### src/rtl/pwm_regs_mc.sv
// pwm_regs_mc: multi-channel byte-wide register bank for the PWM generator.
// Atomic 16-bit writes via low-byte staging, coherent counter readback via
// a high-byte snapshot, and a self-clearing counter-reset pulse.
// Optional macro PWM_REGS_SHADOW_EN: PERIOD/CMP1/CMP2 commits are
// double-buffered and reach the active outputs on period_done.
module pwm_regs_mc #(
   parameter int unsigned CHANNELS = 4,
   parameter int unsigned AW       = $clog2(CHANNELS) + 4
) (
   input  logic                     clk,
   input  logic                     rst,
   input  logic                     read,
   input  logic                     write,
   input  logic [AW-1:0]            addr,
   input  logic [7:0]               data_write,
   output logic [7:0]               data_read,
   output logic                     rd_valid,
   input  logic [16*CHANNELS-1:0]   counter_val,
   input  logic [CHANNELS-1:0]      period_done,
   output logic [16*CHANNELS-1:0]   period,
   output logic [16*CHANNELS-1:0]   compare1,
   output logic [16*CHANNELS-1:0]   compare2,
   output logic [CHANNELS-1:0]      en,
   output logic [CHANNELS-1:0]      upnotdown,
   output logic [CHANNELS-1:0]      pwm_en,
   output logic [CHANNELS-1:0]      count_reset,
   output logic [8*CHANNELS-1:0]    prescale,
   output logic [2*CHANNELS-1:0]    functions
);

   localparam int unsigned NREG16 = 3;   // 0: PERIOD, 1: CMP1, 2: CMP2

   // 16-bit registers: active value and low-byte staging latch
   logic [15:0] act_q [CHANNELS][NREG16];
   logic [7:0]  stg_q [CHANNELS][NREG16];
   logic [7:0]  hi_q        [CHANNELS];
   logic [7:0]  prescale_q  [CHANNELS];
   logic [1:0]  functions_q [CHANNELS];
   logic [CHANNELS-1:0] en_q, upnotdown_q, pwm_en_q, count_reset_q;
   logic [7:0]  data_read_q;
   logic        rd_valid_q;
`ifdef PWM_REGS_SHADOW_EN
   logic [15:0] shd_q [CHANNELS][NREG16];
   logic [CHANNELS-1:0] pending_q;
`else
   logic unused_period_done;
   assign unused_period_done = ^period_done;
`endif

   // Address split; padding keeps the channel field legal when AW == 4
   logic [AW+3:0] addr_ext_c;
   logic [AW-1:0] ch_c;
   logic [3:0]    off_c;
   logic          ch_ok_c;
   assign addr_ext_c = {4'b0000, addr};
   assign ch_c       = addr_ext_c[AW+3:4];
   assign off_c      = addr[3:0];
   assign ch_ok_c    = (ch_c < AW'(CHANNELS));

   // Offset classification for the 16-bit registers
   logic       is_lo_c, is_hi_c;
   logic [1:0] ridx_c;
   always_comb begin
      is_lo_c = 1'b0;
      is_hi_c = 1'b0;
      ridx_c  = 2'd0;
      case (off_c)
         4'h0: begin is_lo_c = 1'b1; ridx_c = 2'd0; end
         4'h1: begin is_hi_c = 1'b1; ridx_c = 2'd0; end
         4'h3: begin is_lo_c = 1'b1; ridx_c = 2'd1; end
         4'h4: begin is_hi_c = 1'b1; ridx_c = 2'd1; end
         4'h5: begin is_lo_c = 1'b1; ridx_c = 2'd2; end
         4'h6: begin is_hi_c = 1'b1; ridx_c = 2'd2; end
         default: ;
      endcase
   end

   // Read mux over pre-edge register state
   logic [7:0] rdata_c;
   always_comb begin
      rdata_c = 8'h00;
      for (int c = 0; c < CHANNELS; c++) begin
         if (ch_ok_c && ch_c == AW'(c)) begin
            case (off_c)
               4'h0: rdata_c = act_q[c][0][7:0];
               4'h1: rdata_c = act_q[c][0][15:8];
               4'h2: rdata_c = {7'd0, en_q[c]};
               4'h3: rdata_c = act_q[c][1][7:0];
               4'h4: rdata_c = act_q[c][1][15:8];
               4'h5: rdata_c = act_q[c][2][7:0];
               4'h6: rdata_c = act_q[c][2][15:8];
               4'h8: rdata_c = counter_val[16*c +: 8];
               4'h9: rdata_c = hi_q[c];
               4'hA: rdata_c = prescale_q[c];
               4'hB: rdata_c = {7'd0, upnotdown_q[c]};
               4'hC: rdata_c = {7'd0, pwm_en_q[c]};
               4'hD: rdata_c = {6'd0, functions_q[c]};
`ifdef PWM_REGS_SHADOW_EN
               4'hE: rdata_c = {7'd0, pending_q[c]};
`endif
               default: rdata_c = 8'h00;
            endcase
         end
      end
   end

   // Read data and valid registers; data holds until the next read
   always_ff @(posedge clk) begin
      if (rst) begin
         data_read_q <= 8'h00;
         rd_valid_q  <= 1'b0;
      end else begin
         rd_valid_q <= read;
         if (read) data_read_q <= rdata_c;
      end
   end

   // Per-channel register state: writes, commits, snapshots, pulses
   always_ff @(posedge clk) begin
      if (rst) begin
         for (int c = 0; c < CHANNELS; c++) begin
            for (int k = 0; k < NREG16; k++) begin
               act_q[c][k] <= 16'h0000;
               stg_q[c][k] <= 8'h00;
`ifdef PWM_REGS_SHADOW_EN
               shd_q[c][k] <= 16'h0000;
`endif
            end
            hi_q[c]        <= 8'h00;
            prescale_q[c]  <= 8'h00;
            functions_q[c] <= 2'b00;
         end
         en_q          <= '0;
         upnotdown_q   <= '0;
         pwm_en_q      <= '0;
         count_reset_q <= '0;
`ifdef PWM_REGS_SHADOW_EN
         pending_q     <= '0;
`endif
      end else begin
         for (int c = 0; c < CHANNELS; c++) begin
            count_reset_q[c] <= 1'b0;
`ifdef PWM_REGS_SHADOW_EN
            // Period boundary: shadows become active
            if (period_done[c]) begin
               for (int k = 0; k < NREG16; k++) act_q[c][k] <= shd_q[c][k];
               pending_q[c] <= 1'b0;
            end
`endif
            if (read && ch_c == AW'(c) && off_c == 4'h8)
               hi_q[c] <= counter_val[16*c+8 +: 8];
            if (write && ch_c == AW'(c)) begin
               if (is_lo_c) stg_q[c][ridx_c] <= data_write;
               if (is_hi_c) begin
`ifdef PWM_REGS_SHADOW_EN
                  shd_q[c][ridx_c] <= {data_write, stg_q[c][ridx_c]};
                  if (!en_q[c] || period_done[c])
                     act_q[c][ridx_c] <= {data_write, stg_q[c][ridx_c]};
                  else
                     pending_q[c] <= 1'b1;
`else
                  act_q[c][ridx_c] <= {data_write, stg_q[c][ridx_c]};
`endif
               end
               case (off_c)
                  4'h2: en_q[c]          <= data_write[0];
                  4'h7: count_reset_q[c] <= data_write[0];
                  4'hA: prescale_q[c]    <= data_write;
                  4'hB: upnotdown_q[c]   <= data_write[0];
                  4'hC: pwm_en_q[c]      <= data_write[0];
                  4'hD: functions_q[c]   <= data_write[1:0];
                  default: ;
               endcase
            end
         end
      end
   end

   // Flatten per-channel registers onto the output buses
   for (genvar g = 0; g < CHANNELS; g++) begin : g_out
      assign period   [16*g +: 16] = act_q[g][0];
      assign compare1 [16*g +: 16] = act_q[g][1];
      assign compare2 [16*g +: 16] = act_q[g][2];
      assign prescale [8*g  +: 8]  = prescale_q[g];
      assign functions[2*g  +: 2]  = functions_q[g];
   end

   assign en          = en_q;
   assign upnotdown   = upnotdown_q;
   assign pwm_en      = pwm_en_q;
   assign count_reset = count_reset_q;
   assign data_read   = data_read_q;
   assign rd_valid    = rd_valid_q;

endmodule

### config.mk
export PLATFORM = sky130hd
export DESIGN_NAME = pwm_regs_mc
export DESIGN_NICKNAME = d
export VERILOG_FILES = /design/src/rtl/pwm_regs_mc.sv
export SDC_FILE = /design/constraint.sdc
export NUM_CORES = 1
export LEC_CHECK = 0
export BUFFER_PORTS_ARGS = -buffer_cell sky130_fd_sc_hd__buf_2
export CAP_MARGIN = 25
export CELL_PAD_IN_SITES_DETAIL_PLACEMENT = 1
export CELL_PAD_IN_SITES_GLOBAL_PLACEMENT = 1
export CORE_UTILIZATION = 25
export DETAILED_ROUTE_END_ITERATION = 10
export HOLD_SLACK_MARGIN = 0.03
export PLACE_DENSITY_LB_ADDON = 0.12
export SETUP_SLACK_MARGIN = 0.5
export SLEW_MARGIN = 0
export SYNTH_ARGS = -nofsm -noshare
export SYNTH_HDL_FRONTEND = slang
export SYNTH_SLANG_ARGS = --single-unit
export TNS_END_PERCENT = 50
### constraint.sdc
create_clock -name clk -period 3.69 [get_ports clk]
set_input_delay 0.1845 -clock clk [delete_from_list [all_inputs] [get_ports clk]]
set_output_delay 0.1845 -clock clk [all_outputs]
set_load 0.02 [all_outputs]
==> results of run 1 <==
-- sequential cells by signal, indices dropped and copies added, names as in the netlist --
name         count
en               4
functions_q      8
data_read        8
act_q          192
pwm_en           4
hi_q            32
prescale_q      32
stg_q           96
rd_valid         1
count_reset      4
upnotdown        4
-- cell families (layout without fill, tap and decap cells) --
family	Yosys count	in the layout
AO/OA/AOI/OAI	366	366
multiplexers	93	93
AND/OR/NAND/NOR	605	605
other	0	1
flip-flops	385	385
buffers and inverters	131	557
-- path summary, 6_finish.rpt --
| path | startpoint | slack [ns] | cells after the start | endpoint |
|---|---|---|---|---|
| hold / removal | rst | 0.11 | 3 | pwm_en[1] |
| setup / recovery | addr[2] | 1.24 | 9 | act_q[2][19] |
| setup reg to reg | act_q[0][36] | 1.50 | 5 | data_read[4] |
| hold reg to reg | act_q[3][30] | 0.47 | 2 | act_q[3][30] |
-- routing by layer --
layer | vias to the layer above | part of all wire, % | global-route usage [%]
met5 | - | 0.025 | 0
met4 | 4 | 2.6 | 6.60
met1 | 7849 | 44 | 34.8
met3 | 106 | 6.4 | 3.88
met2 | 660 | 47 | 41.2
li1 | 6637 | - | -
-- cell usage in the layout (no fill, tap or decap), types with 9 or more instances in the layout --
master / netlist / routed
buf_2: 42 / 334
edfxtp_1: 240 / 240
nand2_1: 180 / 180
nor2_1: 156 / 156
dfxtp_1: 145 / 145
and2_1: 106 / 106
buf_4: 7 / 90
o21ai_0: 85 / 85
mux2i_1: 76 / 76
a21oi_1: 75 / 74
clkbuf_16: 0 / 47
and3_1: 44 / 44
a22oi_1: 39 / 39
nand3_1: 38 / 38
dlygate4sd3_1: 0 / 34
a211oi_1: 30 / 30
a222oi_1: 29 / 29
clkbuf_1: 68 / 19
nor3_1: 16 / 16
mux2_2: 16 / 16
nor2b_1: 15 / 13
a22o_1: 12 / 12
o221ai_1: 11 / 11
a32oi_1: 11 / 11
o22ai_1: 9 / 9
a221oi_1: 9 / 9
clkbuf_8: 0 / 9
-- tightest hold or removal path, delay by kind of cell --
kind                   cells  cell delay (ns)
buffers and inverters      2             0.40
AOI/OAI and AO/OA          1             0.07
-- final cells by class --
class	instances	area, um2	area share, %
antenna	1	2.50	0.0114
timing repair buffer	466	2850	12.9
clock buffer	75	1370	6.23
clock inverter	10	77.6	0.353
inverter	6	22.5	0.102
multi-input combinational	1064	6480	29.5
tap	873	1090	4.96
sequential	385	10100	45.9
-- power by group --
group          internal, mW  total [mW]  switching (mW)
combinational         0.309        1.07           0.766
sequential             4.71        4.85           0.134
clock                  2.60        4.47            1.87
total                  7.62        10.4            2.77
==> results.toml, run 1 <==
[place]
pre_cts_ws_ns = 0.664
dp_cells = 2758
place_area_um2 = 20200
gp_congestion = 0.903
dp_hpwl_um = 66600
portBuffers = 338

[timing]
min_period_ns = 2.45
finalCritPeriodShare_pct = 66.3
setup_violations = 0
finalHoldViolations = 0
slew_violations = 0
clock-skew-final_ns = 0.0243
tightest_slew_ns = 1.08
whs_ns = 0.115
max_slew_margin_pct = 28.0
setup_tns_ns = 0
rsz0062_at_grt = "false"
clock.fmax_ghz = 0.409
setup_ws_ns = 1.24

[floorplan]
die_h_um = 264
start_util_pct = 25.4
core-area_um2 = 67500
boundaryPins = 343
die_x_um = 264
num_rows = 95
die_area_um2 = 69700

[cts]
clock_latency_ns = 0.59
cts.clk_slew.worst_paths_ns = 0.06
cts_hold_buf = 34
cts_setup_buffers = 0
clk_path_buf_depth = 3
htree_levels = 2
root_buffer = "clkbuf_16"
cts_made_buffers = 46
cts_tree = "done"
clkSinkCount = 385
cts_resized = 0

[yosys]
synth_top_family_by_area = "simple AND/OR/NAND/NOR gates"
synth_common_cells = "edfxtp_1, nand2_1, nor2_1"
yosysTopAreaCellShare_pct = 42.0
syn-instance-count = 1580
synth_xor_xnor_area_share_pct = 0
async_reset_ff_share_pct = 0
synth.area.top_cells = "edfxtp_1, dfxtp_1, mux2i_1"
syn_avg_cell_area_um2 = 10.9
synthDistinctLibCells = 73
synth_compound_area_share_pct = 14.6
syn_nets = 1666
yosysWarningCount = 0
yosys.area_share.simple_pct = 17.4
synth-adder-area-share_pct = 0
synth-edff-count = 240
syn_area_um2 = 17200
ys_seq_area_share_pct = 58.9
synthMostInstantiatedCell = "edfxtp_1"
synth-main-ff-cell = "edfxtp_1"
synth-seq-cells = 385
synth_area_leader_cell = "edfxtp_1"
synthMuxAreaShare_pct = 5.62

[setup_path]
crit_arrival_ns = 2.94
cp_max_fo = 20
required_ns = 4.19
startpoint_type = "input pin"
cp_common_cell = "buf_4"
cp_slowest_cell = "a21o_1"
critPathCaptureType = "flop"
path_class = "input pin to flop"
cp_top_family = "simple AND/OR/NAND/NOR gates"
worst-path-buf-inv = 3
slowest_delay_ns = 0.55
path_cells = "buf_4 > nor2b_1 > buf_4 > nand2b_1 > a21o_1 > nor3_2 > buf_4 > nor2_1 > a211oi_1"

[power]
power_mw = 10.4
power_density_nw_per_um2 = 472
max-vdd-ir-drop_mv = 0.280
p_leak_nw = 8.52

[global_routing]
grt_max_degree = 92
grt_pass1_vias = 15400
grt_pass1_wl_um = 124000
gr-total-overflow = 0
antenna_found_initial = 10
grt_use_total_pct = 25.3

[drt]
routed_wl_um = 90400
drt_iter0_markers = 1719
wl_per_cell_um = 31.4
drtAntennaViolNets = 0
vias = 15300
drc_errors = 0
first_pass_iters = 8
routed_via_density = 5.30

[finish]
fill_cells = 7603
drive_gt1_share_pct = 26.6
design_area_um2 = 22000
syn_to_final_growth_pct = 28.3
utilization_pct = 32.6
fin_cells = 2880
nNetsFinal = 2055

[status]
status = "completed"

[flow_run]
maxCapViolations = 0

[min_path]
min_path_type = "input pin to flop"
(Power assumes the default switching activity.)
==> run 2, diff against run 1 <==
Clock period 3.69 ns to 2.1 ns, I/O delays scaled along.
==> run 2 against run 1 <==
  * Combinational power increased by 120%
  * Register-to-register slack got worse by 1.2 ns
  * Flip-flop and latch count unchanged
  * Utilization increased by 3.9 points
  * Total power increased by 82%
  * Cell area increased by 12%
  * Sequential share of layout area decreased by 4.8 points
  * Clock skew decreased by 0.0088 ns
  * Non-clock buffer count increased by 186
  * Final cell count increased by 6.4%
  * Critical endpoint is now data_read[4]
  * Largest power group unchanged
  * Highest routed layer is now met4
==> results.toml, run 2 (synthesis results as in run 1) <==
[floorplan]
die_x_um = 264
num_rows = 95
die_area_um2 = 69700
start_util_pct = 25.4
core-area_um2 = 67500
boundaryPins = 343
die_h_um = 264

[cts]
clk_path_buf_depth = 3
cts.clk_slew.worst_paths_ns = 0.06
cts_tree = "done"
root_buffer = "clkbuf_16"
cts_made_buffers = 46
clock_latency_ns = 0.58
htree_levels = 2
clkSinkCount = 385

[global_routing]
met3_usage_pct = 5.14
grt_pass1_wl_um = 127000
antenna_found_initial = 3
grt_use_total_pct = 25.9
use_met2_pct = 42.2
grt_max_degree = 109
grt_pass1_vias = 16400
use_met1_pct = 33.9
gr-total-overflow = 0
top_usage_layer = "met2"

[drt]
drtAntennaViolNets = 0
routed_wl_um = 92200
first_pass_iters = 6
drt_iter0_markers = 1548
vias = 15900
wl_per_cell_um = 30.1
routed_via_density = 5.18
drc_errors = 0

[finish]
multi_input_area_um2 = 7130
nNetsFinal = 2241
regArea_um2 = 10100
layout.cells.most_common_list = "buf_2, edfxtp_1, buf_4"
mostFrequentLayoutCell = "buf_2"
largest_reg_flops = 192
fin_cells = 3063
utilization_pct = 36.5
design_area_um2 = 24600
reg_top3 = "act_q (192), stg_q (96)"
regMostFlops = "act_q"
drive_gt1_share_pct = 36.8
syn_to_final_growth_pct = 43.5
fill_cells = 7447

[setup_path]
slowest_delay_ns = 0.46
startpoint_type = "flop"
path_cells = "a221oi_4 > buf_4 > a211oi_2 > a2111o_1 > o211ai_1 > o311ai_1"
cp_slowest_cell = "edfxtp_1"
cp_top_family = "compound AO/OA/AOI/OAI gates"
critPathCaptureType = "flop"
required_ns = 2.55
path_class = "flop to flop"
crit_arrival_ns = 2.24
cp_max_fo = 2
worst-path-buf-inv = 1

[timing]
slew_violations = 0
min_period_ns = 1.79
setup_violations = 0
finalCritPeriodShare_pct = 85.4
tightest_slew_ns = 1.07
max_slew_margin_pct = 28.6
finalHoldViolations = 0
clock-skew-final_ns = 0.0155
clock.fmax_ghz = 0.558
rsz0062_at_grt = "true"

[power]
power_density_nw_per_um2 = 766
p_leak_nw = 9.79
max-vdd-ir-drop_mv = 0.428

[place]
dp_cells = 2899
portBuffers = 338
dp_hpwl_um = 70600
gp_congestion = 0.893
place_area_um2 = 21900

[min_path]
min_path_type = "input pin to flop"

[status]
status = "completed"

[flow_run]
maxCapViolations = 0
==> run 2: cell count changes in the layout (fill, tap and decap cells not counted), sizes merged <==
cell | before | now
buf | 432 | 609
dlygate4sd3 | 34 | 40
bufinv | 1 | 3
clkbuf | 75 | 68
clkinv | 7 | 11
clkinvlp | 1 | 2
==> run 2: power breakdown <==
part,leakage (nW),switching [mW],internal (mW)
combinational,5.55,1.48,0.870
clock,0.719,3.29,4.71
sequential,3.52,0.235,8.28
total,9.79,5.01,13.9
==> run 2: worst register-to-register path, stage by stage (launching register included) <==
cell and delay (ns):
edfxtp_1 0.46, a221oi_4 0.39, buf_4 0.19, a211oi_2 0.04
a2111o_1 0.28, o211ai_1 0.15, o311ai_1 0.15
==> run 2: per-stage QoR <==
stage | power [mW] | hold slack, ns | setup WS, ns | TNS, ns
floorplan | 9.48 | 0.252 | 0.273 | 0
global placement | 10.8 | 0.374 | -0.668 | -4.40
CTS | 18.9 | 0.0356 | 0.309 | 0
detailed placement | 10.8 | 0.368 | -0.493 | -3.68
finish | 18.9 | 0.0383 | 0.308 | 0
global route | 19.4 | 0.0634 | 0.269 | 0
==> run 2: repair_timing <==
action,4_1_cts,5_1_grt
endpoints found under the setup margin,8,44
resized for setup,43,56
hold buffers,40,0
setup buffers,10,28
pin swaps,12,20
endpoints found under the hold margin,44,0
cloned,0,3
==> run 2: worst paths after layout <==
path                      start      endpoint  slack (ns)  depth (start not counted)
hold / removal    data_write[3]  stg_q[2][11]        0.04                          3
setup reg to reg   act_q[2][44]  data_read[4]        0.31                          6
setup / recovery   act_q[2][44]  data_read[4]        0.31                          6
hold reg to reg    act_q[3][30]  act_q[3][30]        0.48                          2
==> run 2: area by class of cell <==
cell class | count | area share [%]
tap | 873 | 4.44
clock buffer | 65 | 5.34
antenna | 1 | 0.0102
inverter | 6 | 0.0966
timing repair buffer | 652 | 19.4
multi-input combinational | 1064 | 29.0
sequential | 385 | 41.1
clock inverter | 17 | 0.671
==> run 2: metal layers <==
layer / wire [um] / vias to the layer above
li1: - / 7024
met1: 40000 / 8132
met2: 43700 / 583
met3: 5520 / 131
met4: 2950 / 0
met5: 0 / -
==> run 3, diff against run 2 <==
Settings changed: CORE_UTILIZATION 25 to 39.
==> run 3 against run 2 <==
  * Non-clock buffer count fell by 15
  * Critical path type unchanged
  * Highest routed layer unchanged
  * Worst setup slack got worse by 0.038 ns
  * Utilization rose by 19 points
  * Flip-flop and latch count did not move
==> results.toml, run 3 (synthesis results as in run 1) <==
[status]
status = "completed"

[drt]
drc_errors = 0
drt_iter0_markers = 1846
wl_per_cell_um = 30.4
first_pass_iters = 6
vias = 16500
drtAntennaViolNets = 0
routed_wl_um = 83800
routed_via_density = 5.99

[setup_path]
cp-startpoint = "act_q[2][44]"
critPathCaptureType = "flop"
path_class = "flop to flop"
required_ns = 2.55
r2r_start = "act_q[2][44]"
slowest_delay_ns = 0.44
cp_top_family = "compound AO/OA/AOI/OAI gates"
worst-path-buf-inv = 1
cp_max_fo = 2
cp_slowest_cell = "edfxtp_1"
path_cells = "a221oi_4 > buf_4 > a211oi_2 > a2111o_1 > o211ai_1 > o311ai_1"
startpoint_type = "flop"
crit_arrival_ns = 2.28

[place]
dp_hpwl_um = 61400
pre_cts_ws_ns = -0.508
portBuffers = 338
gp_congestion = 1.02

[global_routing]
grt_pass1_vias = 16500
grt_use_total_pct = 36.9
antenna_found_initial = 2
gr-total-overflow = 0
grt_pass1_wl_um = 117000
grt_max_degree = 110

[cts]
clkSinkCount = 385
cts_tree = "done"
clk_path_buf_depth = 3
root_buffer = "clkbuf_16"
cts_made_buffers = 44
cts.clk_slew.worst_paths_ns = 0.07
clock_latency_ns = 0.58
htree_levels = 2

[power]
pwr-share-clk_pct = 42.7
p_leak_nw = 9.59
p_switching_mw = 5.01
p_int_mw = 13.7
max-vdd-ir-drop_mv = 0.605
comb_power_share_pct = 12.0
power_mw = 18.7
switching_share_pct = 26.8
seq_power_share_pct = 45.4
power_density_nw_per_um2 = 786

[floorplan]
die_x_um = 212
boundaryPins = 343
start_util_pct = 39.7
die_h_um = 212
num_rows = 76
core-area_um2 = 43300
die_area_um2 = 44800

[finish]
syn_to_final_growth_pct = 38.8
mostFrequentLayoutCell = "buf_2"
antenna_cells = 0
drive_gt1_share_pct = 36.7
layout.cells.most_common_list = "buf_2, edfxtp_1, buf_4"
regMostFlops = "act_q"
largest_reg_flops = 192
nNetsFinal = 2224
reg_top3 = "act_q (192), stg_q (96)"
utilization_pct = 55.1

[timing]
finalCritPeriodShare_pct = 87.1
clock.fmax_ghz = 0.546
slew_violations = 0
rsz0062_at_grt = "true"
finalHoldViolations = 0
tightest_slew_ns = 0.902
setup_violations = 0
min_period_ns = 1.83
setup_ws_ns = 0.270
max_slew_margin_pct = 39.0
clock-skew-final_ns = 0.0208

[min_path]
hold_path_startpoint = "rst"
min_path_type = "input pin to flop"

[flow_run]
maxCapViolations = 0
## run 3: changes by cell type in the layout (fill, tap and decap cells not counted), sizes merged
cell         change
dlygate4sd3      -3
clkbuf          -14
clkinvlp         +2
clkinv           +5
diode            -1
inv              +2
bufinv           +2
buf             -10
## run 3: path summary, 6_finish.rpt
path         slack (ns)  depth (start not counted)           end
max                0.27                          6  data_read[4]
min                0.08                          3     pwm_en[2]
max reg2reg        0.27                          6  data_read[4]
min reg2reg        0.48                          2  act_q[3][41]
## run 3: what timing repair did
item                                    CTS  global route
pin swaps                                20            21
hold endpoints to repair                 46             0
setup buffers                            23            12
resized for setup                        52            35
gates cloned                              0             1
endpoints found under the setup margin   33           207
hold buffers                             37             0
## run 3: power by group through the flow
stage,clock (mW),combinational [mW],sequential [mW]
3_3_place_gp,0,1.97,8.64
2_1_floorplan,0,0.755,8.72
5_1_grt,8.28,2.30,8.50
3_5_place_dp,0,1.99,8.64
4_1_cts,8.02,2.13,8.48
6_report,7.99,2.24,8.50
## run 3: cell type report
type	count	area (um2)
fill	4673	19400
clock buffer	53	1170
multi-input combinational	1064	7070
inverter	6	22.5
tap	585	732
sequential	385	10100
timing repair buffer	637	4420
clock inverter	28	293
## run 3: per-layer routing
metal  GRT usage [%]  share of wire (%)
met1            50.5                 41
met2            58.6                 46
met3            5.53                8.9
met4            14.5                4.0
met5               0                  0
## run 3: tightest hold or removal path, cell delays in order
cell	delay, ns
buf_4	0.13
buf_12	0.21
a21oi_1	0.16
## run 3: through the flow
stage	cells	cell area (um2)	hold WS, ns	setup TNS [ns]
global route	2758	23800	0.118	0
floorplan	1580	17500	0.252	0
finish	2758	23800	0.0779	0
detailed placement	2604	21300	0.393	-14.19
global placement	2604	21300	0.388	-7.89
CTS	2745	23500	0.0603	0
